--- config.mk ---
export PLATFORM = sky130hd
export DESIGN_NAME = operand_loader
export DESIGN_NICKNAME = d
export VERILOG_FILES = /design/src/rtl/operand_loader.sv
export SDC_FILE = /design/constraint.sdc
export NUM_CORES = 1
export LEC_CHECK = 0
export CAP_MARGIN = 20
export CORE_MARGIN = 1.5
export CORE_UTILIZATION = 25
export CTS_CLUSTER_SIZE = 10
export DETAILED_ROUTE_END_ITERATION = 10
export PLACE_DENSITY = 0.58
export SYNTH_ARGS = -nofsm -noshare
export SYNTH_HDL_FRONTEND = slang
export SYNTH_SLANG_ARGS = --single-unit
--- constraint.sdc ---
create_clock -name clk -period 1.9 [get_ports clk]
set_clock_uncertainty 0.05 [all_clocks]
set_input_delay 0.57 -clock clk [delete_from_list [all_inputs] [get_ports clk]]
set_output_delay 0.57 -clock clk [all_outputs]
set_load 0.02 [all_outputs]
--- src/rtl/operand_loader.sv ---
// Byte-stream front end for the registered 16-bit adder: assembles operand A, operand B
// and a carry-in from four valid/ready bytes, then strobes the operand registers once.
module operand_loader #(
    parameter bit BIG_ENDIAN = 1'b0
) (
    input  logic        clk,
    input  logic        rst,
    input  logic [7:0]  in_data,
    input  logic        in_valid,
    output logic        in_ready,
    input  logic        in_cin,
    input  logic        flush,
    output logic [15:0] d_a,
    output logic [15:0] d_b,
    output logic        en_a,
    output logic        en_b,
    output logic        cin,
    output logic        result_valid
);

    typedef enum logic [2:0] {
        S_A0,
        S_A1,
        S_B0,
        S_B1,
        S_COMMIT,
        S_DONE
    } state_t;

    state_t      r_state;
    state_t      w_next;
    logic        r_live;
    logic [15:0] r_d_a;
    logic [15:0] r_d_b;
    logic        r_cin;
    logic        w_collect;
    logic        w_xfer;
    logic        w_hi;

    // r_live holds in_ready low until the first edge after reset is released.
    always_comb begin
        w_collect    = (r_state == S_A0) || (r_state == S_A1) ||
                       (r_state == S_B0) || (r_state == S_B1);
        in_ready     = r_live && w_collect;
        w_xfer       = in_valid && in_ready && !flush;
        w_hi         = ((r_state == S_A1) || (r_state == S_B1)) ^ BIG_ENDIAN;
        en_a         = (r_state == S_COMMIT) && !flush;
        en_b         = en_a;
        result_valid = (r_state == S_DONE);
        d_a          = r_d_a;
        d_b          = r_d_b;
        cin          = r_cin;
        w_next       = r_state;
        if (flush) begin
            w_next = S_A0;
        end else begin
            case (r_state)
                S_A0:     if (w_xfer) w_next = S_A1;
                S_A1:     if (w_xfer) w_next = S_B0;
                S_B0:     if (w_xfer) w_next = S_B1;
                S_B1:     if (w_xfer) w_next = S_COMMIT;
                S_COMMIT: w_next = S_DONE;
                S_DONE:   w_next = S_A0;
                default:  w_next = S_A0;
            endcase
        end
    end

    always_ff @(posedge clk or posedge rst) begin
        if (rst) begin
            r_state <= S_A0;
            r_live  <= 1'b0;
            r_d_a   <= '0;
            r_d_b   <= '0;
            r_cin   <= 1'b0;
        end else begin
            r_state <= w_next;
            r_live  <= 1'b1;
            if (w_xfer) begin
                if ((r_state == S_A0) || (r_state == S_A1)) begin
                    if (w_hi) r_d_a[15:8] <= in_data;
                    else      r_d_a[7:0]  <= in_data;
                end else begin
                    if (w_hi) r_d_b[15:8] <= in_data;
                    else      r_d_b[7:0]  <= in_data;
                end
                if (r_state == S_B1) r_cin <= in_cin;
            end
        end
    end

endmodule

**Word-level counts from Yosys, hierarchy flattened**

Index checks and enable logic that the tools add are counted.

- Equal/unequal tests: 9
- Muxes and demuxes: 6
- Bitwise gates (word level): 2
- Reduce and logical (&&, ||, !) cells: 16

Operators by type and width:

| cell | number |
|---|---|
| 3-bit two-way mux | 5 |
| 3-bit one-hot mux with 5 select lines | 1 |
| 3-bit != test, second input constant | 4 |
| 3-bit AND reduction | 4 |
| 3-bit by 2-bit == test with 1-bit output, second input constant | 2 |
| 3-bit == test, second input constant | 2 |
| 1-bit logical AND | 4 |
| 1-bit logical OR | 4 |
| 4-bit AND reduction | 1 |
| 3-bit by 1-bit == test with 1-bit output, second input constant | 1 |
| 3-bit logical NOT | 1 |
| 1-bit inverter | 2 |
| 2-bit AND reduction | 1 |
| 1-bit logical NOT | 1 |

- Flip-flop bits (word level): 37
- Input bits: 13
- Output and inout port bits: 37
- Logic and storage cells: 40

**Logic depth before layout (Yosys ltp)**

- Depth after elaboration: 10
- Depth in mapped cells: 5
- Depth with buffers taken out: 3

**Least setup slack after synthesis**

OpenSTA, ideal clock, no wires.

- Path type: input port to output port
- Start: input flush
- End: output en_b
- Arrival: 1.591 ns
- Required time: 1.280 ns
- Slack: -0.311 ns
- Stages: 2
- Path buffers: 1
- Path through: nor4_1 > buf_4

- Cells in the longest elaborated chain, start to end: 2

Ends and longest elaborated chain:

| what | RTL line | RTL |
|---|---|---|
| start: declaration | 12 | `input logic flush,` |
| 1-bit logical NOT | 47 | `en_a = (r_state == S_COMMIT) && !flush;` |
| 1-bit logical AND | 47 |  |
| end: declaration | 16 | `output logic en_b,` |

Every way passes these cells.

**Final worst setup path**

- Start: register r_d_a[15], in the netlist d_a[15]
- End: output d_a[15]

RTL lines:

| what | RTL line | RTL |
|---|---|---|
| start: declaration | 33 | `logic [15:0] r_d_a;` |
| start signal: assignment | 81 | `if (w_hi) r_d_a[15:8] <= in_data;` |
| end: declaration | 13 | `output logic [15:0] d_a,` |

No word-level cell between the ends.

==> flow_metrics.tcl <==
set metrics [dict create \
    post_cts_buffers 0 \
    max-cap-violations 0 \
    row_count 28 \
    max_freq_mhz 540 \
    required_ps 1280 \
    ys_seq_elements 37 \
    outcome "complete, no violations" \
    slowest_delay_ps 610 \
    fin_crit_ps 1850 \
    ys_top_cells_by_area "dfrtp_1 (61%), mux2_2 (19%), mux2_4 (8.0%)" \
    gr-total-overflow 0 \
    finalCritPeriodShare_pct 97.5 \
    layout.cells.non_filler 239 \
    cts_hold_buf 0 \
    worstSetupStartpoint "d_a[15]" \
    drtAntennaViolNets 0 \
    setup_viol 0 \
    dp_hpwl_mm 2.52 \
    clk_latency_ps 280 \
    cp_cell_sequence "clkdlybuf4s50_1" \
    start_util_pct 25.6 \
    hold_viol_final 0 \
    placeableCoreArea_um2 5890 \
    clkTransAtPathRegs_ps 70 \
    final_nets 177 \
    slew_viol_final 0 \
    rsz0062_at_grt "no" \
    p_per_area_nw_per_um2 868 \
    r2r_slack_ps 100 \
    gp_congestion 0.675 \
    die_height_um 80.7 \
    crit_fanout 2 \
    p_sw_w 0.000558 \
    grt_max_degree 38 \
    crit_path_start_kind "flip-flop" \
    numClockSinks 37 \
    dr.first_iter.drc_count 50 \
    io_buffers 49 \
    drt_wl_total_mm 3.50 \
    hold_class "flip-flop to flip-flop" \
    ys_seq_area_share_pct 61.4 \
    antenna_cells 0 \
    drtPass1Iterations 3 \
    total_power_w 0.00204 \
    post-place-ws_ps -651 \
    via_count 1038 \
    netlist_instances 99 \
    p_sw_share_pct 27.4 \
    drive_above_1_share_pct 38.4 \
    vias_per_cell 4.34 \
    clockBufferDepth 2 \
    syn-cell-area_um2 1510 \
    timing.critical_path.buf_inv 1 \
    cts-root-buf "clkbuf_8" \
    synth_fp_nets 112 \
    cp_slowest_cell "clkdlybuf4s50_1" \
    p_int_w 0.00148 \
    grtUsageTotal_pct 12.2 \
    min_from "d_b[4]" \
    dp.cells 232 \
    nFillCells 583 \
    pwr-share-clk_pct 26.7 \
    htree_levels 2 \
    grt_pass1_vias 1114 \
    dieArea_um2 6510 \
    cp_top_family "buffers and inverters" \
    die_width_um 80.7 \
    synth.distinct_cells 24 \
    synth_warnings 0 \
    cts_tree "built" \
    numCtsBuffers 5 \
    p_leak_nw 1.43 \
    drc 0 \
    synth_top_area_share_pct 61.4 \
    combPwrFrac_pct 26.8 \
    synth_area_leader_cell "dfrtp_1" \
    critical_path_class "flip-flop to output pin" \
    cp.arrival_ps 1230 \
    layout_setup_ws_ps 47.2 \
    avgRoutedWirePerCell_um 14.6 \
    endpoint_kind "output pin" \
    pwr-share-seq_pct 46.5 \
    grt_first_pass_wirelength_mm 5.75 \
    pin_count 50 \
    r2r_start "r_state[0]" \
    area_delta_synth_final_pct 55.6 \
    antenna_found_initial 0 \
    postSynthAreaPerCell_um2 15.2 \
    ir_drop_mv 0.346 \
    setup_tns_ps 0 \
]
-- cells in the mapped netlist --
cell / number
nor2_1: 1
and4b_1: 1
nand4b_1: 1
inv_1: 2
dfrtp_1: 37
mux2_2: 25
clkbuf_2: 1
buf_4: 2
buf_2: 2
nor3b_1: 3
or3_1: 2
a31oi_1: 1
nor2_2: 1
xor2_1: 1
mux2_4: 8
nor3_1: 1
or4b_1: 1
nor4_1: 1
buf_6: 1
conb_1: 1
nand3_1: 1
nor2b_1: 1
nand2_1: 2
a21oi_1: 2
-- path summary, 6_finish.rpt --
kind | to | cells past startpoint
worst max-delay path | d_a[15] | 1
worst min-delay path | d_b[4] | 1
worst max register to register | d_a[0] | 5
worst min register to register | d_b[4] | 1
max in group asynchronous | d_a[5] | 3
min in group asynchronous | d_b[7] | 3
-- placed cells by master, fill, tap and decap left out, types with 3 or more instances in the layout --
| master | count |
|---|---|
| buf_4 | 13 |
| buf_6 | 3 |
| dlymetal6s2s_1 | 26 |
| clkbuf_8 | 6 |
| mux2_4 | 8 |
| clkdlybuf4s50_1 | 17 |
| dfrtp_1 | 37 |
| mux2_2 | 25 |
-- state kept, by name, summed over array words and instances (netlist names) --
name and flops:
cin 1, r_state 3, r_live 1, d_a 16, d_b 16
-- timing repair --
action / in CTS / in global routing
hold endpoints to repair: 0 / 0
setup endpoints to repair: 29 / 47
gates resized for setup: 22 / 30
-- worst reg2reg max path: stages (launching register included) --
cell and delay [ps]:
dfrtp_1 420, buf_4 180, nor2_2 90, or4b_4 490, buf_6 160, mux2_4 290
-- stage by stage --
step           hold WS (ps)  area (um^2)  utilization, %
6_report                451         2350            39.9
2_1_floorplan           467         1520               -
5_1_grt                 479         2350            39.9
3_5_place_dp            442         2200            37.3
4_1_cts                 459         2290            38.9
3_3_place_gp            438         2200            37.3
-- cell families (layout without fill, tap and decap cells) --
kind of cell              Yosys count  count (layout)  synth area share, %
DFF                                37              37                 61.4
muxes                              33              33                 26.6
and+or+nand+nor                    16              16                 6.88
buffers and inverters               8              73                 3.23
AOI/OAI and AO/OA                   3               3                 1.08
other                               1               1                0.249
xor gates and xnor gates            1               1                0.581
-- routing by layer --
layer,global-route usage [%],vias to the layer above,wire length (um)
met5,0,-,0
met4,5.86,0,66
met3,3.41,6,167
met2,20.6,30,1810
met1,14.1,529,1460
li1,-,473,-
-- cell type report --
class	count	area [um^2]	area share, %
multi-input cells	54	558	23.8
well taps	75	93.8	4.00
inverters	2	7.51	0.320
flip-flops and latches	37	926	39.4
clock buffers	7	86.3	3.68
repair buffers	64	677	28.8
-- power groups by stage --
stage | logic, W | registers (W) | clock network (W)
after floorplan | 0.000150 | 0.00109 | 0
after global placement | 0.000559 | 0.000964 | 0
after detailed placement | 0.000569 | 0.000968 | 0
after CTS | 0.000573 | 0.000955 | 0.000568
after global routing | 0.000577 | 0.000965 | 0.000616
final | 0.000547 | 0.000949 | 0.000544
(Power assumes the default switching activity.)
